## config.mk

```make
export PLATFORM = sky130hd
export DESIGN_NAME = avalon_uart_fifo
export DESIGN_NICKNAME = d
export VERILOG_FILES = /design/src/rtl/avalon_uart_fifo.sv
export SDC_FILE = /design/constraint.sdc
export NUM_CORES = 1
export LEC_CHECK = 0
export BUFFER_PORTS_ARGS = -buffer_cell sky130_fd_sc_hd__buf_2
export CORE_ASPECT_RATIO = 1.4
export CORE_MARGIN = 4
export CORE_UTILIZATION = 46
export DETAILED_ROUTE_END_ITERATION = 12
export GPL_TIMING_DRIVEN = 0
export PLACE_DENSITY = 0.71
export RECOVER_POWER = 100
export SLEW_MARGIN = 20
export SYNTH_ARGS = -nofsm -noshare
export SYNTH_HDL_FRONTEND = slang
export SYNTH_SLANG_ARGS = --single-unit
```

## constraint.sdc

```tcl
create_clock -name clock_clk -period 5.1 [get_ports clock_clk]
set_clock_uncertainty 0.15 [all_clocks]
set_input_delay 0.765 -clock clock_clk [delete_from_list [all_inputs] [get_ports clock_clk]]
set_output_delay 0.765 -clock clock_clk [all_outputs]
set_load 0.01 [all_outputs]
```

## src/rtl/avalon_uart_fifo.sv

```systemverilog
// avalon_uart_fifo: Avalon-MM serial UART with TX/RX FIFOs, runtime baud
// divisor, sticky error flags and a level interrupt.
module avalon_uart_fifo #(
  parameter int DATA_BITS = 8,
  parameter int TX_DEPTH  = 64,
  parameter int RX_DEPTH  = 64,
  parameter int DIV_WIDTH = 16,
  parameter int DIV_RESET = 433
) (
  input  logic        clock_clk,
  input  logic        reset_reset_n,
  input  logic        slave_chipselect,
  input  logic [1:0]  slave_address,
  input  logic        slave_read_n,
  output logic [31:0] slave_readdata,
  input  logic        slave_write_n,
  input  logic [31:0] slave_writedata,
  output logic        slave_waitrequest,
  output logic        irq_irq,
  input  logic        uart_rxd,
  output logic        uart_txd
);

  localparam int TAW = $clog2(TX_DEPTH);
  localparam int TCW = TAW + 1;
  localparam int RAW = $clog2(RX_DEPTH);
  localparam int RCW = RAW + 1;
  localparam int BW  = $clog2(DATA_BITS);
  localparam logic [TCW-1:0] TX_FULL_CNT = TCW'(TX_DEPTH);
  localparam logic [TCW-1:0] TX_HALF_CNT = TCW'(TX_DEPTH / 2);
  localparam logic [RCW-1:0] RX_FULL_CNT = RCW'(RX_DEPTH);
  localparam logic [BW-1:0]  LAST_BIT    = BW'(DATA_BITS - 1);

  typedef enum logic [1:0] {S_IDLE, S_START, S_DATA, S_STOP} state_t;

  // Divisor writes saturate at the minimum usable bit period.
  function automatic logic [DIV_WIDTH-1:0] clamp_div(input logic [DIV_WIDTH-1:0] w);
    logic [DIV_WIDTH-1:0] v;
    v = w;
    if (v < DIV_WIDTH'(3)) v = DIV_WIDTH'(3);
    return v;
  endfunction

  // Register file and bus state
  logic [DIV_WIDTH-1:0] div_reg;
  logic                 re, we, rx_ovf, fe, tx_ovf;
  logic                 rd_vld_p0;
  logic [31:0]          rd_val;

  // TX FIFO
  logic [DATA_BITS-1:0] tx_mem [TX_DEPTH];
  logic [TAW-1:0]       tx_wp, tx_rp;
  logic [TCW-1:0]       tx_cnt, tx_space;
  logic                 tx_full, tx_push, tx_pop;

  // RX FIFO
  logic [DATA_BITS-1:0] rx_mem [RX_DEPTH];
  logic [RAW-1:0]       rx_wp, rx_rp;
  logic [RCW-1:0]       rx_cnt;
  logic                 rx_full, rx_push, rx_pop;

  // TX engine
  state_t               tx_state;
  logic [DIV_WIDTH-1:0] tx_clk, tx_div_l;
  logic [BW-1:0]        tx_bit;
  logic [DATA_BITS-1:0] tx_shreg;
  logic                 tx_bit_end;

  // RX engine
  logic                 rxd_p0, rxd_p1, rxd_p2;
  state_t               rx_state;
  logic [DIV_WIDTH-1:0] rx_clk, rx_div_l;
  logic [BW-1:0]        rx_bit;
  logic [DATA_BITS-1:0] rx_shreg;
  logic                 rx_stop_pt, fe_set, rx_ovf_set;

  logic rd_req, wr_req, ri, wi;
  logic wdata_unused;

  // Upper write-data bits have no register behind them.
  assign wdata_unused = ^slave_writedata;

  assign rd_req            = slave_chipselect & ~slave_read_n;
  assign wr_req            = slave_chipselect & ~slave_write_n;
  assign slave_waitrequest = rd_req & ~rd_vld_p0;

  assign tx_full  = (tx_cnt == TX_FULL_CNT);
  assign tx_space = TX_FULL_CNT - tx_cnt;
  assign tx_push  = wr_req & (slave_address == 2'd0) & ~tx_full;
  assign tx_bit_end = (tx_clk == tx_div_l);
  assign tx_pop   = (tx_cnt != '0) &
                    ((tx_state == S_IDLE) | ((tx_state == S_STOP) & tx_bit_end));

  assign rx_full    = (rx_cnt == RX_FULL_CNT);
  assign rx_stop_pt = (rx_state == S_STOP) & (rx_clk == rx_div_l);
  assign rx_push    = rx_stop_pt & rxd_p1 & ~rx_full;
  assign rx_ovf_set = rx_stop_pt & rxd_p1 & rx_full;
  assign fe_set     = rx_stop_pt & ~rxd_p1;
  // Pop only when the data phase of a DATA read returned a valid char.
  assign rx_pop     = rd_req & rd_vld_p0 & (slave_address == 2'd0) & slave_readdata[15];

  assign ri = re & (rx_cnt != '0);
  assign wi = we & (tx_space >= TX_HALF_CNT);

  // Register read mux, captured in the wait-state cycle.
  always_comb begin
    rd_val = '0;
    case (slave_address)
      2'd0: begin
        if (rx_cnt != '0) rd_val[DATA_BITS-1:0] = rx_mem[rx_rp];
        rd_val[15]       = (rx_cnt != '0);
        rd_val[16 +: RCW] = rx_cnt;
      end
      2'd1: begin
        rd_val[0]         = re;
        rd_val[1]         = we;
        rd_val[8]         = ri;
        rd_val[9]         = wi;
        rd_val[10]        = rx_ovf;
        rd_val[11]        = fe;
        rd_val[12]        = tx_ovf;
        rd_val[16 +: TCW] = tx_space;
      end
      2'd2: rd_val[DIV_WIDTH-1:0] = div_reg;
      default: rd_val = '0;
    endcase
  end

  // Bus stage: one wait state on reads, zero on writes; sticky flags set wins over clear.
  always_ff @(posedge clock_clk) begin
    if (!reset_reset_n) begin
      rd_vld_p0      <= 1'b0;
      slave_readdata <= '0;
      re             <= 1'b0;
      we             <= 1'b0;
      rx_ovf         <= 1'b0;
      fe             <= 1'b0;
      tx_ovf         <= 1'b0;
      div_reg        <= DIV_WIDTH'(DIV_RESET);
    end else begin
      if (rd_req) begin
        rd_vld_p0 <= ~rd_vld_p0;
        if (!rd_vld_p0) slave_readdata <= rd_val;
      end else begin
        rd_vld_p0 <= 1'b0;
      end
      if (wr_req && slave_address == 2'd1) begin
        re <= slave_writedata[0];
        we <= slave_writedata[1];
        if (slave_writedata[10]) rx_ovf <= 1'b0;
        if (slave_writedata[11]) fe     <= 1'b0;
        if (slave_writedata[12]) tx_ovf <= 1'b0;
      end
      if (wr_req && slave_address == 2'd2)
        div_reg <= clamp_div(slave_writedata[DIV_WIDTH-1:0]);
      if (rx_ovf_set) rx_ovf <= 1'b1;
      if (fe_set)     fe     <= 1'b1;
      if (wr_req && slave_address == 2'd0 && tx_full) tx_ovf <= 1'b1;
    end
  end

  // TX FIFO pointers and occupancy.
  always_ff @(posedge clock_clk) begin
    if (!reset_reset_n) begin
      tx_wp  <= '0;
      tx_rp  <= '0;
      tx_cnt <= '0;
    end else begin
      if (tx_push) tx_wp <= tx_wp + 1'b1;
      if (tx_pop)  tx_rp <= tx_rp + 1'b1;
      case ({tx_push, tx_pop})
        2'b10:   tx_cnt <= tx_cnt + 1'b1;
        2'b01:   tx_cnt <= tx_cnt - 1'b1;
        default: tx_cnt <= tx_cnt;
      endcase
    end
  end

  // TX FIFO storage.
  always_ff @(posedge clock_clk) begin
    if (tx_push) tx_mem[tx_wp] <= slave_writedata[DATA_BITS-1:0];
  end

  // RX FIFO pointers and occupancy.
  always_ff @(posedge clock_clk) begin
    if (!reset_reset_n) begin
      rx_wp  <= '0;
      rx_rp  <= '0;
      rx_cnt <= '0;
    end else begin
      if (rx_push) rx_wp <= rx_wp + 1'b1;
      if (rx_pop)  rx_rp <= rx_rp + 1'b1;
      case ({rx_push, rx_pop})
        2'b10:   rx_cnt <= rx_cnt + 1'b1;
        2'b01:   rx_cnt <= rx_cnt - 1'b1;
        default: rx_cnt <= rx_cnt;
      endcase
    end
  end

  // RX FIFO storage.
  always_ff @(posedge clock_clk) begin
    if (rx_push) rx_mem[rx_wp] <= rx_shreg;
  end

  // TX FSM; uart_txd is registered from the current state, so it trails the state by one cycle.
  always_ff @(posedge clock_clk) begin
    if (!reset_reset_n) begin
      tx_state <= S_IDLE;
      tx_clk   <= '0;
      tx_bit   <= '0;
      uart_txd <= 1'b1;
    end else begin
      case (tx_state)
        S_START: uart_txd <= 1'b0;
        S_DATA:  uart_txd <= tx_shreg[0];
        default: uart_txd <= 1'b1;
      endcase
      case (tx_state)
        S_IDLE: begin
          if (tx_pop) begin
            tx_state <= S_START;
            tx_clk   <= '0;
            tx_shreg <= tx_mem[tx_rp];
            tx_div_l <= div_reg;
          end
        end
        S_START: begin
          if (tx_bit_end) begin
            tx_clk   <= '0;
            tx_bit   <= '0;
            tx_state <= S_DATA;
          end else begin
            tx_clk <= tx_clk + 1'b1;
          end
        end
        S_DATA: begin
          if (tx_bit_end) begin
            tx_clk   <= '0;
            tx_shreg <= tx_shreg >> 1;
            if (tx_bit == LAST_BIT) tx_state <= S_STOP;
            else                    tx_bit   <= tx_bit + 1'b1;
          end else begin
            tx_clk <= tx_clk + 1'b1;
          end
        end
        default: begin
          if (tx_bit_end) begin
            tx_clk <= '0;
            if (tx_pop) begin
              tx_state <= S_START;
              tx_shreg <= tx_mem[tx_rp];
              tx_div_l <= div_reg;
            end else begin
              tx_state <= S_IDLE;
            end
          end else begin
            tx_clk <= tx_clk + 1'b1;
          end
        end
      endcase
    end
  end

  // RX synchroniser stage (p0, p1) plus one delayed copy (p2) for falling-edge detect.
  always_ff @(posedge clock_clk) begin
    if (!reset_reset_n) begin
      rxd_p0 <= 1'b1;
      rxd_p1 <= 1'b1;
      rxd_p2 <= 1'b1;
    end else begin
      rxd_p0 <= uart_rxd;
      rxd_p1 <= rxd_p0;
      rxd_p2 <= rxd_p1;
    end
  end

  // RX FSM: start checked at half a bit, later bits sampled one full period apart (mid-bit).
  always_ff @(posedge clock_clk) begin
    if (!reset_reset_n) begin
      rx_state <= S_IDLE;
      rx_clk   <= '0;
      rx_bit   <= '0;
    end else begin
      case (rx_state)
        S_IDLE: begin
          if (rxd_p2 && !rxd_p1) begin
            rx_state <= S_START;
            rx_clk   <= '0;
            rx_div_l <= div_reg;
          end
        end
        S_START: begin
          if (rx_clk == (rx_div_l >> 1)) begin
            rx_clk   <= '0;
            rx_bit   <= '0;
            rx_state <= rxd_p1 ? S_IDLE : S_DATA;
          end else begin
            rx_clk <= rx_clk + 1'b1;
          end
        end
        S_DATA: begin
          if (rx_clk == rx_div_l) begin
            rx_clk   <= '0;
            rx_shreg <= {rxd_p1, rx_shreg[DATA_BITS-1:1]};
            if (rx_bit == LAST_BIT) rx_state <= S_STOP;
            else                    rx_bit   <= rx_bit + 1'b1;
          end else begin
            rx_clk <= rx_clk + 1'b1;
          end
        end
        default: begin
          if (rx_stop_pt) begin
            rx_clk   <= '0;
            rx_state <= S_IDLE;
          end else begin
            rx_clk <= rx_clk + 1'b1;
          end
        end
      endcase
    end
  end

  // Interrupt stage: registered RI | WI.
  always_ff @(posedge clock_clk) begin
    if (!reset_reset_n) irq_irq <= 1'b0;
    else                irq_irq <= ri | wi;
  end

endmodule

```

== After elaboration in Yosys (flattened, before gate mapping) ==
Memories as Yosys holds them, arrays and structs flattened. A register that Yosys moved wholly into a read port is not among the register bits.
Index checks and enable logic that the tools add are counted.

* Order comparisons: 2
* Add/subtract/negate cells: 13
* Reductions and logical operators: 37
* Bitwise gates (word level): 27
* Muxes and demuxes: 65
* Eq/ne operators: 29

{| class="wikitable"
|+ Operators with widths
! kind !! number
|-
| $mux 16 || 10
|-
| $pmux 16 s3 || 1
|-
| $pmux 7 s2 || 3
|-
| $add 16x1->16 const B || 2
|-
| $eq 16x16->1 || 2
|-
| $mux 8 || 4
|-
| $pmux 16 s2 || 1
|-
| $add 6x1->6 const B || 4
|-
| $mux 2 || 12
|-
| $mux 6 || 4
|-
| $pmux 8 s3 || 1
|-
| $reduce_bool 2->1 || 11
|-
| $ne 2x2->1 const B || 10
|-
| $mux 3 || 6
|-
| $pmux 2 s3 || 3
|-
| $and 1x1->1 || 17
|-
| $eq 16x15->1 || 1
|-
| $lt 16x2->1 const B || 1
|-
| $add 7x1->7 const B || 2
|-
| $eq 2x2->1 const B || 7
|-
| $eq 7x7->1 const B || 2
|-
| $mux 1 || 14
|-
| $reduce_bool 7->1 || 2
|-
| $sub 7x1->7 const B || 2
|-
| 20 further kinds || 51
|}

* Register bits after elaboration: 178
* RAM bits: 1024
* Memories: 2
* Word-level logic and storage cells: 204

{| class="wikitable"
|+ Memories
! memory !! words !! width !! rd ports !! clocked after memory_dff !! wr ports !! line !! RTL
|-
| rx_mem || 64 || 8 || 1 || 1 || 1 || 57 || <nowiki>logic [DATA_BITS-1:0] rx_mem [RX_DEPTH];</nowiki>
|-
| tx_mem || 64 || 8 || 1 || 1 || 1 || 51 || <nowiki>logic [DATA_BITS-1:0] tx_mem [TX_DEPTH];</nowiki>
|}

== Depth between registers and ports, before layout ==
* Depth in word-level cells: 7
* Gate-level depth with buffers: 18

== Worst setup path before layout ==
No wires, ideal clock.

* Path kind: register -> register
* Start point: reg tx_cnt[1]
* End point: reg tx_cnt[4]
* Period minus slack after synthesis: 4254 ps
* Path buffers: 2
* Setup time: 70 ps
* Data arrival time: 4033 ps
* Data required time: 4880 ps
* Cell stages (with the launch flop): 19
* Slack: 846 ps
* Cells stage by stage: dfxtp_1 -> clkbuf_1 -> inv_1 -> ha_1 -> or3b_2 -> nor4_1 -> nor2_1 -> nand2_1 -> inv_1 -> ha_1 -> buf_1 -> xor2_1 -> ha_1 -> a21oi_1 -> and3b_1 -> a221oi_1 -> xor2_1 -> or3_1 -> a21oi_1

* Elaborated cells between the ends (all ways): 11
* Those cells by class: add/sub (2); eq/ne (3); mux (1); bitwise (3); reduce/logical (2)

{| class="wikitable"
|+ RTL lines
! item !! line !! RTL
|-
| start, declared || 53 || <nowiki>logic [TCW-1:0] tx_cnt, tx_space;</nowiki>
|-
| start signal, assigned || 172 || <nowiki>2'b10: tx_cnt <= tx_cnt + 1'b1;</nowiki>
|-
| start signal, assigned || 173 || <nowiki>2'b01: tx_cnt <= tx_cnt - 1'b1;</nowiki>
|-
| start signal, assigned || 174 || <nowiki>default: tx_cnt <= tx_cnt;</nowiki>
|-
| $reduce_bool 7->1 (*) || 91 || <nowiki>assign tx_pop = (tx_cnt != '0) &</nowiki>
|-
| $and 1x1->1 (*) || 91 ||
|-
| net tx_pop || 54 || <nowiki>logic tx_full, tx_push, tx_pop;</nowiki>
|-
| $eq 2x1->1 or $eq 2x2->1 (tied branches) || 171 || <nowiki>case ({tx_push, tx_pop})</nowiki>
|-
| $pmux 7 s2 or $reduce_bool 2->1 (tied branches) || n/a ||
|}

Mark *: on every way through the listed nets, which the timed path passes. The rest lies on a longest branch.
A chain may end at the register's enable or synchronous reset.

== Worst setup path after layout ==
* Start point: reg rx_clk[2]
* End point: reg rx_cnt[4]

* Longest elaborated chain between the ends: 6
* Elaborated cells between the ends (all ways): 8
* Those cells by class: eq/ne (3); mux (1); bitwise (3); reduce/logical (1)

{| class="wikitable"
|+ RTL lines
! item !! line !! RTL
|-
| start, declared || 72 || <nowiki>logic [DIV_WIDTH-1:0] rx_clk, rx_div_l;</nowiki>
|-
| start signal, assigned || 299 || <nowiki>rx_clk <= rx_clk + 1'b1;</nowiki>
|-
| start signal, assigned || 309 || <nowiki>rx_clk <= rx_clk + 1'b1;</nowiki>
|-
| start signal, assigned || 317 || <nowiki>rx_clk <= rx_clk + 1'b1;</nowiki>
|-
| $eq 16x16->1 (*) || 95 || <nowiki>assign rx_stop_pt = (rx_state == S_STOP) & (rx_clk == rx_div_l);</nowiki>
|-
| $and 1x1->1 (*) || 95 ||
|-
| $and 1x1->1 (*) (2 in a row) || 96 || <nowiki>assign rx_push = rx_stop_pt & rxd_p1 & ~rx_full;</nowiki>
|-
| $eq 2x1->1 or $eq 2x2->1 (tied branches) || 193 || <nowiki>case ({rx_push, rx_pop})</nowiki>
|-
| $pmux 7 s2 or $reduce_bool 2->1 (tied branches) || n/a ||
|-
| end signal, assigned || 194 || <nowiki>2'b10: rx_cnt <= rx_cnt + 1'b1;</nowiki>
|-
| end signal, assigned || 195 || <nowiki>2'b01: rx_cnt <= rx_cnt - 1'b1;</nowiki>
|-
| end signal, assigned || 196 || <nowiki>default: rx_cnt <= rx_cnt;</nowiki>
|-
| end, declared || 59 || <nowiki>logic [RCW-1:0] rx_cnt;</nowiki>
|}

Mark *: on every way between the ends. The rest lies on a longest branch, timed or not.

==> qor.yml <==
peakVddDrop_mv: 0.329
async_flop_share_pct: 0
yosysUniqueCellTypes: 74
cts.sinks: 1214
std_cell_rows: 140
final_antenna_net_count: 0
fin_nets: 3012
outcome: "finished, violations left"
setup_slack_ns: 0.404
p_total_mw: 21.8
synth_compound_area_share_pct: 3.77
area_growth_pct: 11.6
yosys.area_share.adder_pct: 0.673
worstHoldPathType: "in -> reg"
core_area_mm2: 0.104
regArea_mm2: 0.0350
cap_violations: 8
final_cell_mix: "edfxtp_1 (1072), mux4_2 (262), nor2_1 (253)"
grt_max_degree: 68
globalplace.congestion: 0.926
slew_viol_final: 538
avgViaCountPerCell: 6.00
postCtsSetupBuffers: 0
drive_above_1_share_pct: 17.3
grt_first_pass_wirelength_um: 178000
placed_cells: 4188
hold_viol: 0
synthXorXnorAreaFrac_pct: 1.76
worstSetupStartpointType: "register"
violations: "capacitance limit, slew limit"
cts_resized: 1
drt_first_pass_iters: 6
antenna_found_initial: 0
ys.flop_type: "edfxtp_1"
synth.avg_cell_area_um2: 17.5
synth-seq-cells: 1214
fp.dieW_um: 282
grt_pass1_vias: 26700
yosys.area_share.simple_pct: 6.44
cts_tree: "done"
final_cells: 4384
pre_cts_slack_ns: -0.0630
worstSetupEndpointType: "register"
cts.reportedPaths.clkPinSlew_ns: 0.07
fmax_ghz: 0.213
syn-cell-area_mm2: 0.0484
ctsHoldBuffers: 0
synth_edf_count: 1072
final_cell_area_mm2: 0.0540
multiInputGateArea_mm2: 0.0126
fin_setup_tns_ns: 0
yosysWarningCount: 0
final.fill_count: 8200
holdWs_ns: 0.0901
cts_root_buf: "clkbuf_16"
worstMarginPinSlew_ns: 3.38
clk_latency_ns: 0.71
diodes: 0
htreeDepth: 3
cts_buffers: 105
track_usage_pct: 22.0
worstPathArrival_ns: 5.17
initial_core_util_pct: 46.4
reg_top3: "rx_mem: 512 flops, tx_mem: 512 flops, slave_readdata: 23 flops"
leakagePower_nw: 16.6
drcViolationCount: 0
critPathRequiredTime_ns: 5.57
num_vias: 26300
min_period_ns: 4.70
drtIter0Drc: 2790
cts.path.max_buffers: 3
post-route-util_pct: 51.8
routed_wl_um: 121000
finalSetupViolCount: 0
critPathKind: "reg -> reg"
post-route-period-util_pct: 92.1
die_h_um: 392
post_drt_wl_per_cell_um: 27.5
synth_top_family_by_area: "multiplexers"
port_buffers: 49
die_area_mm2: 0.110
layout_commonest_cell: "edfxtp_1"
synthMuxAreaShare_pct: 13.3
dp_hpwl_um: 82500
relSlewSlack_pct: -125
seq_area_frac_synth_pct: 72.4
grt.overflow.total: 0
postPlaceCellArea_mm2: 0.0507
pin_count: 75
crit_fanout: 10
synthCells: 2761
power.density_mw_per_mm2: 404
## path summary, 6_finish.rpt
path / slack [ns] / cells past startpoint / endpoint / from
max: 0.40 / 16 / rx_cnt[4] / rx_clk[2]
min: 0.09 / 2 / rxd_p0 / uart_rxd
max reg2reg: 0.40 / 16 / rx_cnt[4] / rx_clk[2]
min reg2reg: 0.26 / 1 / rxd_p1 / rxd_p0
## layer usage
layer  global-route usage (%)  up-vias  part of all wire (%)
li1                         -    11300                     -
met1                     26.0    13400                    35
met2                     38.8     1240                    52
met3                     3.26      317                   6.5
met4                     12.1        0                   6.1
met5                        0        -                     0
## cells in the mapped netlist (23+ instances only)
| master | number | area share (%) |
|---|---|---|
| inv_1 | 23 | 0.18 |
| edfxtp_1 | 1072 | 67 |
| a22oi_1 | 28 | 0.43 |
| nand4_1 | 24 | 0.31 |
| o21ai_0 | 30 | 0.31 |
| nand2_1 | 165 | 1.3 |
| xnor2_1 | 33 | 0.60 |
| buf_2 | 33 | 0.34 |
| nand3_1 | 54 | 0.56 |
| ha_1 | 26 | 0.67 |
| dfxtp_1 | 142 | 5.9 |
| o22ai_1 | 33 | 0.43 |
| nor2_1 | 255 | 2.0 |
| clkbuf_1 | 98 | 0.76 |
| mux4_2 | 262 | 12 |
| a21oi_1 | 59 | 0.61 |
| xor2_1 | 64 | 1.2 |
| mux2i_1 | 49 | 1.0 |
## logic make-up (layout without fill, tap and decap cells)
logic type               count (synthesis)  count (layout)
multiplexers                           314             314
XOR/XNOR                                97              97
AO/OA/AOI/OAI                          265             265
flip-flops                            1214            1214
adder cells (fa/ha/maj)                 26              26
AND/OR/NAND/NOR                        657             657
buffers and inverters                  187             453
other                                    1               9
## worst max-delay path, cell delays in order (launching register included)
cell,delay (ns)
dfxtp_1,0.31
clkbuf_1,0.31
xor2_1,0.14
nor4_2,0.36
nand4_4,0.30
nor3_4,0.41
nand2_1,0.16
ha_1,0.30
buf_1,0.26
xor2_1,0.21
ha_1,0.21
a21oi_1,0.26
o21ai_0,0.15
a221oi_1,0.47
xor2_1,0.14
or3_1,0.33
a21oi_1,0.14
## where the power goes
group | internal, mW | switching, mW | total [mW]
Clock | 4.61 | 3.66 | 8.27
Sequential | 10.9 | 0.0815 | 11.0
Combinational | 0.987 | 1.54 | 2.53
## layout make-up
type | instances | area share, %
plain buffers | 163 | 1.31
clock buffers | 117 | 4.99
clock inverters | 79 | 1.64
inverters | 24 | 0.167
multi-input cells | 1368 | 23.3
flip-flops and latches | 1214 | 64.9
well taps | 1349 | 3.13
repair buffers | 70 | 0.526
Note: power is estimated with default switching activity, not from simulation.
